## src/rtl/mem_access_if.sv

```systemverilog
// Purpose: request/response, data-memory and debug-counter bundle for the MEM-stage unit.
// Latency: none, wires only.
// Backpressure: req_ready from the slave side stalls the requester.
interface mem_access_if #(
   parameter int COUNT_W = 16
);
   // request from EX/MEM
   logic               req_valid;
   logic               req_ready;
   logic               req_we;
   logic [1:0]         req_size;
   logic               req_unsigned;
   logic [31:0]        req_addr;
   logic [31:0]        req_wdata;
   // response
   logic               rsp_valid;
   logic [31:0]        rsp_rdata;
   logic               rsp_err;
   // word-wide data memory
   logic [31:0]        mem_A;
   logic [31:0]        mem_WD;
   logic               mem_WE;
   logic [31:0]        mem_RD;
   // debug counters
   logic [COUNT_W-1:0] load_cnt;
   logic [COUNT_W-1:0] store_cnt;
   logic [COUNT_W-1:0] err_cnt;

   // side of the load/store unit
   modport slave (
      input  req_valid, req_we, req_size, req_unsigned, req_addr, req_wdata, mem_RD,
      output req_ready, rsp_valid, rsp_rdata, rsp_err, mem_A, mem_WD, mem_WE,
      output load_cnt, store_cnt, err_cnt
   );

   // side of the pipeline / memory / probes
   modport master (
      output req_valid, req_we, req_size, req_unsigned, req_addr, req_wdata, mem_RD,
      input  req_ready, rsp_valid, rsp_rdata, rsp_err, mem_A, mem_WD, mem_WE,
      input  load_cnt, store_cnt, err_cnt
   );
endinterface

```

## src/rtl/mem_access_unit.sv

```systemverilog
// Purpose: MEM-stage load/store initiator; lane extract/extend for loads, read-modify-write for sub-word stores.
// Latency: accept to rsp_valid = load 2, word store 2, sub-word store 3, error 1 cycles.
// Backpressure: req_ready is low from accept until the unit is back in IDLE; requests are ignored meanwhile.
module mem_access_unit #(
   parameter bit BIG_ENDIAN = 1'b0,
   parameter int COUNT_W    = 16
) (
   input  logic         clk,
   input  logic         rst,
   mem_access_if.slave  bus
);

   typedef enum logic [2:0] {IDLE, LOAD, ST_W, RMW_RD, RMW_WR, RESP} state_t;

   state_t             state;
   logic               ready_q;
   logic               rsp_valid_q;
   logic               rsp_err_q;
   logic [31:0]        rdata_q;
   logic [31:0]        a_q;
   logic [31:0]        wd_q;
   logic               we_q;
   logic               op_we;
   logic               op_uns;
   logic [1:0]         op_size;
   logic [1:0]         op_lane;
   logic [15:0]        op_wdata;
   logic [COUNT_W-1:0] load_cnt_q;
   logic [COUNT_W-1:0] store_cnt_q;
   logic [COUNT_W-1:0] err_cnt_q;

   logic               req_err;
   logic [1:0]         byte_sel;
   logic               half_sel;
   logic [7:0]         byte_val;
   logic [15:0]        half_val;
   logic [31:0]        load_val;
   logic [31:0]        merged;

   assign bus.req_ready = ready_q;
   assign bus.rsp_valid = rsp_valid_q;
   assign bus.rsp_err   = rsp_err_q;
   assign bus.rsp_rdata = rdata_q;
   assign bus.mem_A     = a_q;
   assign bus.mem_WD    = wd_q;
   assign bus.mem_WE    = we_q;
   assign bus.load_cnt  = load_cnt_q;
   assign bus.store_cnt = store_cnt_q;
   assign bus.err_cnt   = err_cnt_q;

   // misaligned half/word or the reserved size code is rejected at accept
   always_comb begin
      req_err = 1'b0;
      case (bus.req_size)
         2'b01:   req_err = bus.req_addr[0];
         2'b10:   req_err = (bus.req_addr[1:0] != 2'b00);
         2'b11:   req_err = 1'b1;
         default: req_err = 1'b0;
      endcase
   end

   // lane selection, load extension and store merge against the word currently on mem_RD
   always_comb begin
      byte_sel = BIG_ENDIAN ? ~op_lane : op_lane;
      half_sel = BIG_ENDIAN ? ~op_lane[1] : op_lane[1];
      byte_val = bus.mem_RD[{byte_sel, 3'b000} +: 8];
      half_val = bus.mem_RD[{half_sel, 4'b0000} +: 16];
      load_val = bus.mem_RD;
      case (op_size)
         2'b00:   load_val = op_uns ? {24'h0, byte_val} : {{24{byte_val[7]}}, byte_val};
         2'b01:   load_val = op_uns ? {16'h0, half_val} : {{16{half_val[15]}}, half_val};
         default: load_val = bus.mem_RD;
      endcase
      merged = bus.mem_RD;
      if (op_size == 2'b00) begin
         merged[{byte_sel, 3'b000} +: 8] = op_wdata[7:0];
      end else begin
         merged[{half_sel, 4'b0000} +: 16] = op_wdata[15:0];
      end
   end

   // control FSM with registered outputs; reset aborts any operation and drops mem_WE at once
   always_ff @(posedge clk or negedge rst) begin
      if (!rst) begin
         state       <= IDLE;
         ready_q     <= 1'b1;
         rsp_valid_q <= 1'b0;
         rsp_err_q   <= 1'b0;
         rdata_q     <= 32'h0;
         a_q         <= 32'h0;
         wd_q        <= 32'h0;
         we_q        <= 1'b0;
         op_we       <= 1'b0;
         op_uns      <= 1'b0;
         op_size     <= 2'b00;
         op_lane     <= 2'b00;
         op_wdata    <= 16'h0;
         load_cnt_q  <= '0;
         store_cnt_q <= '0;
         err_cnt_q   <= '0;
      end else begin
         case (state)
            IDLE: begin
               if (bus.req_valid && ready_q) begin
                  ready_q  <= 1'b0;
                  op_we    <= bus.req_we;
                  op_uns   <= bus.req_unsigned;
                  op_size  <= bus.req_size;
                  op_lane  <= bus.req_addr[1:0];
                  op_wdata <= bus.req_wdata[15:0];
                  a_q      <= {2'b00, bus.req_addr[31:2]};
                  rdata_q  <= 32'h0;
                  if (req_err) begin
                     rsp_err_q   <= 1'b1;
                     rsp_valid_q <= 1'b1;
                     state       <= RESP;
                  end else if (!bus.req_we) begin
                     state <= LOAD;
                  end else if (bus.req_size == 2'b10) begin
                     wd_q  <= bus.req_wdata;
                     we_q  <= 1'b1;
                     state <= ST_W;
                  end else begin
                     state <= RMW_RD;
                  end
               end
            end
            LOAD: begin
               rdata_q     <= load_val;
               rsp_valid_q <= 1'b1;
               state       <= RESP;
            end
            ST_W: begin
               we_q        <= 1'b0;
               rsp_valid_q <= 1'b1;
               state       <= RESP;
            end
            RMW_RD: begin
               wd_q  <= merged;
               we_q  <= 1'b1;
               state <= RMW_WR;
            end
            RMW_WR: begin
               we_q        <= 1'b0;
               rsp_valid_q <= 1'b1;
               state       <= RESP;
            end
            RESP: begin
               rsp_valid_q <= 1'b0;
               rsp_err_q   <= 1'b0;
               rdata_q     <= 32'h0;
               ready_q     <= 1'b1;
               state       <= IDLE;
               if (rsp_err_q) begin
                  if (!(&err_cnt_q)) err_cnt_q <= err_cnt_q + 1'b1;
               end else if (op_we) begin
                  if (!(&store_cnt_q)) store_cnt_q <= store_cnt_q + 1'b1;
               end else begin
                  if (!(&load_cnt_q)) load_cnt_q <= load_cnt_q + 1'b1;
               end
            end
            default: begin
               we_q    <= 1'b0;
               ready_q <= 1'b1;
               state   <= IDLE;
            end
         endcase
      end
   end

endmodule

```

## src/flat_wrapper.sv

```systemverilog
// flat-port wrapper written by rule: the top's interface ports become plain ports
module mem_access_unit_flat 
#(
   parameter bit BIG_ENDIAN = 1'b0,
   parameter int COUNT_W    = 16
)
  (clk, rst, bus_req_valid, bus_req_we, bus_req_size, bus_req_unsigned, bus_req_addr, bus_req_wdata, bus_mem_RD, bus_req_ready, bus_rsp_valid, bus_rsp_rdata, bus_rsp_err, bus_mem_A, bus_mem_WD, bus_mem_WE, bus_load_cnt, bus_store_cnt, bus_err_cnt);
  mem_access_if #(.COUNT_W(COUNT_W)) bus_i ();
  input  logic clk;
  input  logic rst;
  input wire logic [$bits(bus_i.req_valid)-1:0] bus_req_valid;
  input wire logic [$bits(bus_i.req_we)-1:0] bus_req_we;
  input wire logic [$bits(bus_i.req_size)-1:0] bus_req_size;
  input wire logic [$bits(bus_i.req_unsigned)-1:0] bus_req_unsigned;
  input wire logic [$bits(bus_i.req_addr)-1:0] bus_req_addr;
  input wire logic [$bits(bus_i.req_wdata)-1:0] bus_req_wdata;
  input wire logic [$bits(bus_i.mem_RD)-1:0] bus_mem_RD;
  output wire logic [$bits(bus_i.req_ready)-1:0] bus_req_ready;
  output wire logic [$bits(bus_i.rsp_valid)-1:0] bus_rsp_valid;
  output wire logic [$bits(bus_i.rsp_rdata)-1:0] bus_rsp_rdata;
  output wire logic [$bits(bus_i.rsp_err)-1:0] bus_rsp_err;
  output wire logic [$bits(bus_i.mem_A)-1:0] bus_mem_A;
  output wire logic [$bits(bus_i.mem_WD)-1:0] bus_mem_WD;
  output wire logic [$bits(bus_i.mem_WE)-1:0] bus_mem_WE;
  output wire logic [$bits(bus_i.load_cnt)-1:0] bus_load_cnt;
  output wire logic [$bits(bus_i.store_cnt)-1:0] bus_store_cnt;
  output wire logic [$bits(bus_i.err_cnt)-1:0] bus_err_cnt;
  assign bus_i.req_valid = bus_req_valid;
  assign bus_i.req_we = bus_req_we;
  assign bus_i.req_size = bus_req_size;
  assign bus_i.req_unsigned = bus_req_unsigned;
  assign bus_i.req_addr = bus_req_addr;
  assign bus_i.req_wdata = bus_req_wdata;
  assign bus_i.mem_RD = bus_mem_RD;
  assign bus_req_ready = bus_i.req_ready;
  assign bus_rsp_valid = bus_i.rsp_valid;
  assign bus_rsp_rdata = bus_i.rsp_rdata;
  assign bus_rsp_err = bus_i.rsp_err;
  assign bus_mem_A = bus_i.mem_A;
  assign bus_mem_WD = bus_i.mem_WD;
  assign bus_mem_WE = bus_i.mem_WE;
  assign bus_load_cnt = bus_i.load_cnt;
  assign bus_store_cnt = bus_i.store_cnt;
  assign bus_err_cnt = bus_i.err_cnt;
  mem_access_unit #(.BIG_ENDIAN(BIG_ENDIAN), .COUNT_W(COUNT_W)) u_core (.clk(clk), .rst(rst), .bus(bus_i));
endmodule
```

## config.mk

```make
export PLATFORM = sky130hd
export DESIGN_NAME = mem_access_unit_flat
export DESIGN_NICKNAME = d
export VERILOG_FILES = /design/src/rtl/mem_access_if.sv /design/src/rtl/mem_access_unit.sv /design/src/flat_wrapper.sv
export SDC_FILE = /design/constraint.sdc
export NUM_CORES = 1
export LEC_CHECK = 0
export CORE_MARGIN = 4
export CORE_UTILIZATION = 31
export CTS_BUF_LIST = sky130_fd_sc_hd__clkbuf_16
export CTS_CLUSTER_DIAMETER = 120
export CTS_CLUSTER_SIZE = 20
export DETAILED_ROUTE_END_ITERATION = 10
export PLACE_DENSITY = 0.58
export SLEW_MARGIN = 0
export SYNTH_ARGS = -nofsm -noshare
export SYNTH_HDL_FRONTEND = slang
export SYNTH_SLANG_ARGS = --single-unit
```

## constraint.sdc

```tcl
create_clock -name clk -period 2.9 [get_ports clk]
set_input_delay 0.435 -clock clk [delete_from_list [all_inputs] [get_ports clk]]
set_output_delay 0.435 -clock clk [all_outputs]
set_load 0.01 [all_outputs]
```

==> impl_metrics.tcl <==
set metrics [dict create \
    cts.hold.buffers_added 0 \
    antenna_cells 0 \
    max_clock_freq_ghz 0.3918 \
    status "completed" \
    clock_sinks 171 \
    synth-edff-count 0 \
    synth.avg_cell_area_um2 10.66 \
    power.switching_fraction_pct 25.85 \
    vias 7547 \
    fin_hold_ws_ns 0.008093 \
    timing.max_cap.violations 0 \
    static-leakage-power_nw 5.296 \
    required_ns 3.20 \
    io_pins 251 \
    die_height_um 174.7 \
    max-vdd-ir-drop_v 0.0004220 \
    io_buffer_count 248 \
    drt_drc_violations_left 0 \
    synth_cell_types 60 \
    cts_htree_levels 4 \
    ffs_latches_synth 171 \
    dominantRegCellSynth "sky130_fd_sc_hd__dfrtp_1" \
    postSynth.asyncResetShare_pct 100.0 \
    cts_tree "done" \
    final-max-slew-violation-count 0 \
    antenna_violations_before_repair 0 \
    crit_path_max_fanout 47 \
    route.antenna.remaining_nets 0 \
    crit_arrival_ns 2.86 \
    internal_power_mw 3.733 \
    cts_repair_resize_count 0 \
    post_route_cells_drive_above_1_share_pct 12.56 \
    finClkSkew_ns 0.01169 \
    postCtsSetupBuffers 0 \
    combinationalPowerShare_pct 7.1 \
    die_w_um 174.7 \
    critical_path_class "flop to flop" \
    grt_pass1_vias 7581 \
    post_synth_most_frequent_cells "170 x sky130_fd_sc_hd__dfrtp_1, 99 x sky130_fd_sc_hd__nand2_1, 61 x sky130_fd_sc_hd__mux2_2" \
    synthesis.area_um2 8610 \
    start_util_pct 31.77 \
    final.setup.tns_ns 0 \
    cts_made_buffers 17 \
    synth_most_common_cell "sky130_fd_sc_hd__dfrtp_1" \
    num_rows 60 \
    design.die.area_um2 30500 \
    synthDominantAreaCellType "sky130_fd_sc_hd__dfrtp_1" \
    seq_power_share_pct 47.8 \
    detailedRoute.firstIterationViolations 609 \
    clk_latency_ns 0.43 \
    grt_util_all_layers_pct 18.70 \
    syn2layout_area_growth_pct 40.42 \
    period_minus_slack_ns 2.552 \
    path_clk_slew_ns 0.08 \
    setup_repair_after_global_routing_missed_its_margin "no" \
    synth_top_cell_area_share_pct 49.41 \
    hpwl_um 21250 \
    net-switching-power_mw 1.301 \
    clk_root_buffer_cell "sky130_fd_sc_hd__clkbuf_16" \
    report.final.setup_viol 0 \
    drt_pre_antenna_iters 5 \
    synthesis.instances 808 \
    finalWirelength_um 29070 \
    maxSlewHeadroom_pct 22.24 \
    report.final.hold_viol_count 0 \
    worst_pin_slew_ns 1.166 \
    worstHoldPathType "input pin to asynchronous set/reset pin" \
    synthesis.yosys.warnings 0 \
    netlist_top_cells_area "sky130_fd_sc_hd__dfrtp_1 49%, sky130_fd_sc_hd__mux2_2 8.0%, sky130_fd_sc_hd__a221o_1 4.7%" \
    powerDensity_nw_per_um2 416.4 \
    area_of_the_core_um2 27100 \
    post-route-period-util_pct 88.01 \
    synth.yosys.seq_area_share_pct 49.72 \
    grt_start_max_net_pins 67 \
    place_congestion 0.8269 \
    critical_path.endpoint_type "flop" \
    post_drt_wl_per_cell_um 20.32 \
    clkPwrFrac_pct 45.1 \
    post_drt_via_cell_ratio 5.274 \
    global_route_wire_length_before_repair_um 44930 \
    globalRoute.totalOverflow 0 \
    worst_case_clock_buffer_depth 2 \
    final_nets 1157 \
    setup.worst_path.start_class "flop" \
]
[metrics by stage]
step           setup slack, ns  cell area (µm²)  util (%)  cells  power, mW
2_1_floorplan           0.5156             8613         -    809      2.514
3_3_place_gp            0.3016            11510     42.49   1399      2.810
3_5_place_dp            0.2391            11510     42.49   1399      2.811
4_1_cts                 0.3531            12090     44.61   1431      5.111
5_1_grt                 0.1239            12090     44.61   1431      5.240
6_report                0.3476            12090     44.61   1431      5.034
[cell type report]
class                   instances  area, µm²
fillers                      2648      15010
clock buffers                  17      425.4
repair buffers                268       2659
multi-input cells             567       4030
clock inverters                15      148.9
inverters                      21      78.83
flip-flops and latches        171       4282
well taps                     372      465.4
[registers in the layout, summed over array words and instances, names as in the netlist, 2 cells and up]
signal,cells
u_core.bus.store_cnt,16
u_core.bus.load_cnt,16
u_core.byte_sel,2
u_core.bus.mem_WD,32
u_core.bus.mem_A,30
u_core.op_wdata,16
u_core.op_size,2
u_core.bus.err_cnt,16
u_core.bus.rsp_rdata,32
u_core.state,3
[worst max-delay path: stages (launching register included)]
cell                      delay [ns]
sky130_fd_sc_hd__dfrtp_1        0.50
sky130_fd_sc_hd__or3_2          0.55
sky130_fd_sc_hd__a31oi_1        0.26
sky130_fd_sc_hd__a211o_2        0.67
sky130_fd_sc_hd__buf_4          0.33
sky130_fd_sc_hd__o21ai_0        0.11
[power groups by stage]
stage	logic, mW	clock network, mW	registers [mW]
3_3_place_gp	0.357	0	2.45
4_1_cts	0.359	2.35	2.41
2_1_floorplan	0.0526	0	2.46
5_1_grt	0.381	2.45	2.41
3_5_place_dp	0.356	0	2.45
6_report	0.355	2.27	2.41
[metal layers]
metal / track usage (%) / up-vias / share of wire [%]
met1: 25.59 / 3740 / 44
met4: 3.863 / 0 / 1.4
li1: - / 3490 / -
met2: 29.43 / 288 / 46
met5: 0 / - / 0
met3: 5.885 / 29 / 8.3
[placed cells by master, fill, tap and decap left out, drive strengths merged, types with 2 or more instances in the layout]
cell type / netlist / layout
clkdlybuf4s50: 0 / 247
dfrtp: 170 / 170
nand2: 99 / 99
mux2: 61 / 61
o21ai: 53 / 53
a21oi: 50 / 50
a221o: 40 / 40
mux2i: 32 / 32
inv: 19 / 27
xnor2: 26 / 26
nor2: 21 / 21
buf: 25 / 21
a211oi: 18 / 18
a22oi: 17 / 17
clkbuf: 25 / 17
a221oi: 16 / 16
nand4: 14 / 14
xor2: 14 / 14
nor3: 14 / 14
a31oi: 12 / 12
nand3: 12 / 12
ha: 8 / 8
clkinv: 2 / 8
o221ai: 7 / 7
and3: 7 / 7
and4: 6 / 6
and2: 5 / 5
nor4: 4 / 4
nor3b: 3 / 3
or2: 3 / 3
or2b: 2 / 2
nand2b: 2 / 2
nor2b: 2 / 2
o31ai: 2 / 2
conb: 1 / 2
or3: 2 / 2
[worst paths after layout]
kind	startpoint	depth (start not counted)	end	slack, ns
setup reg to reg	u_core.state[0]$_DFFE_PN0N_	5	u_core.bus.mem_WD[30]$_DFFE_PN0P_	0.35
hold / removal	rst	1	u_core.bus.rsp_rdata[12]$_DFFE_PN0P_	0.008
min in group clk	u_core.bus.mem_WD[4]$_DFFE_PN0P_	2	u_core.bus.mem_WD[4]$_DFFE_PN0P_	0.48
setup / recovery	u_core.state[0]$_DFFE_PN0N_	5	u_core.bus.mem_WD[30]$_DFFE_PN0P_	0.35
hold reg to reg	u_core.bus.mem_WD[4]$_DFFE_PN0P_	2	u_core.bus.mem_WD[4]$_DFFE_PN0P_	0.48
max in group asynchronous	rst	2	u_core.bus.mem_A[22]$_DFFE_PN0P_	2.09
[logic make-up after synthesis]
kind of cell | synth area share [%]
multiplexers | 11.96
AO/OA/AOI/OAI | 17.90
AND/OR/NAND/NOR | 11.51
adder cells (fa/ha/maj) | 1.163
other | 0.04356
buffers and inverters | 3.633
XOR/XNOR | 4.069
flip-flops | 49.72
Power figures use the tool's default switching activity.
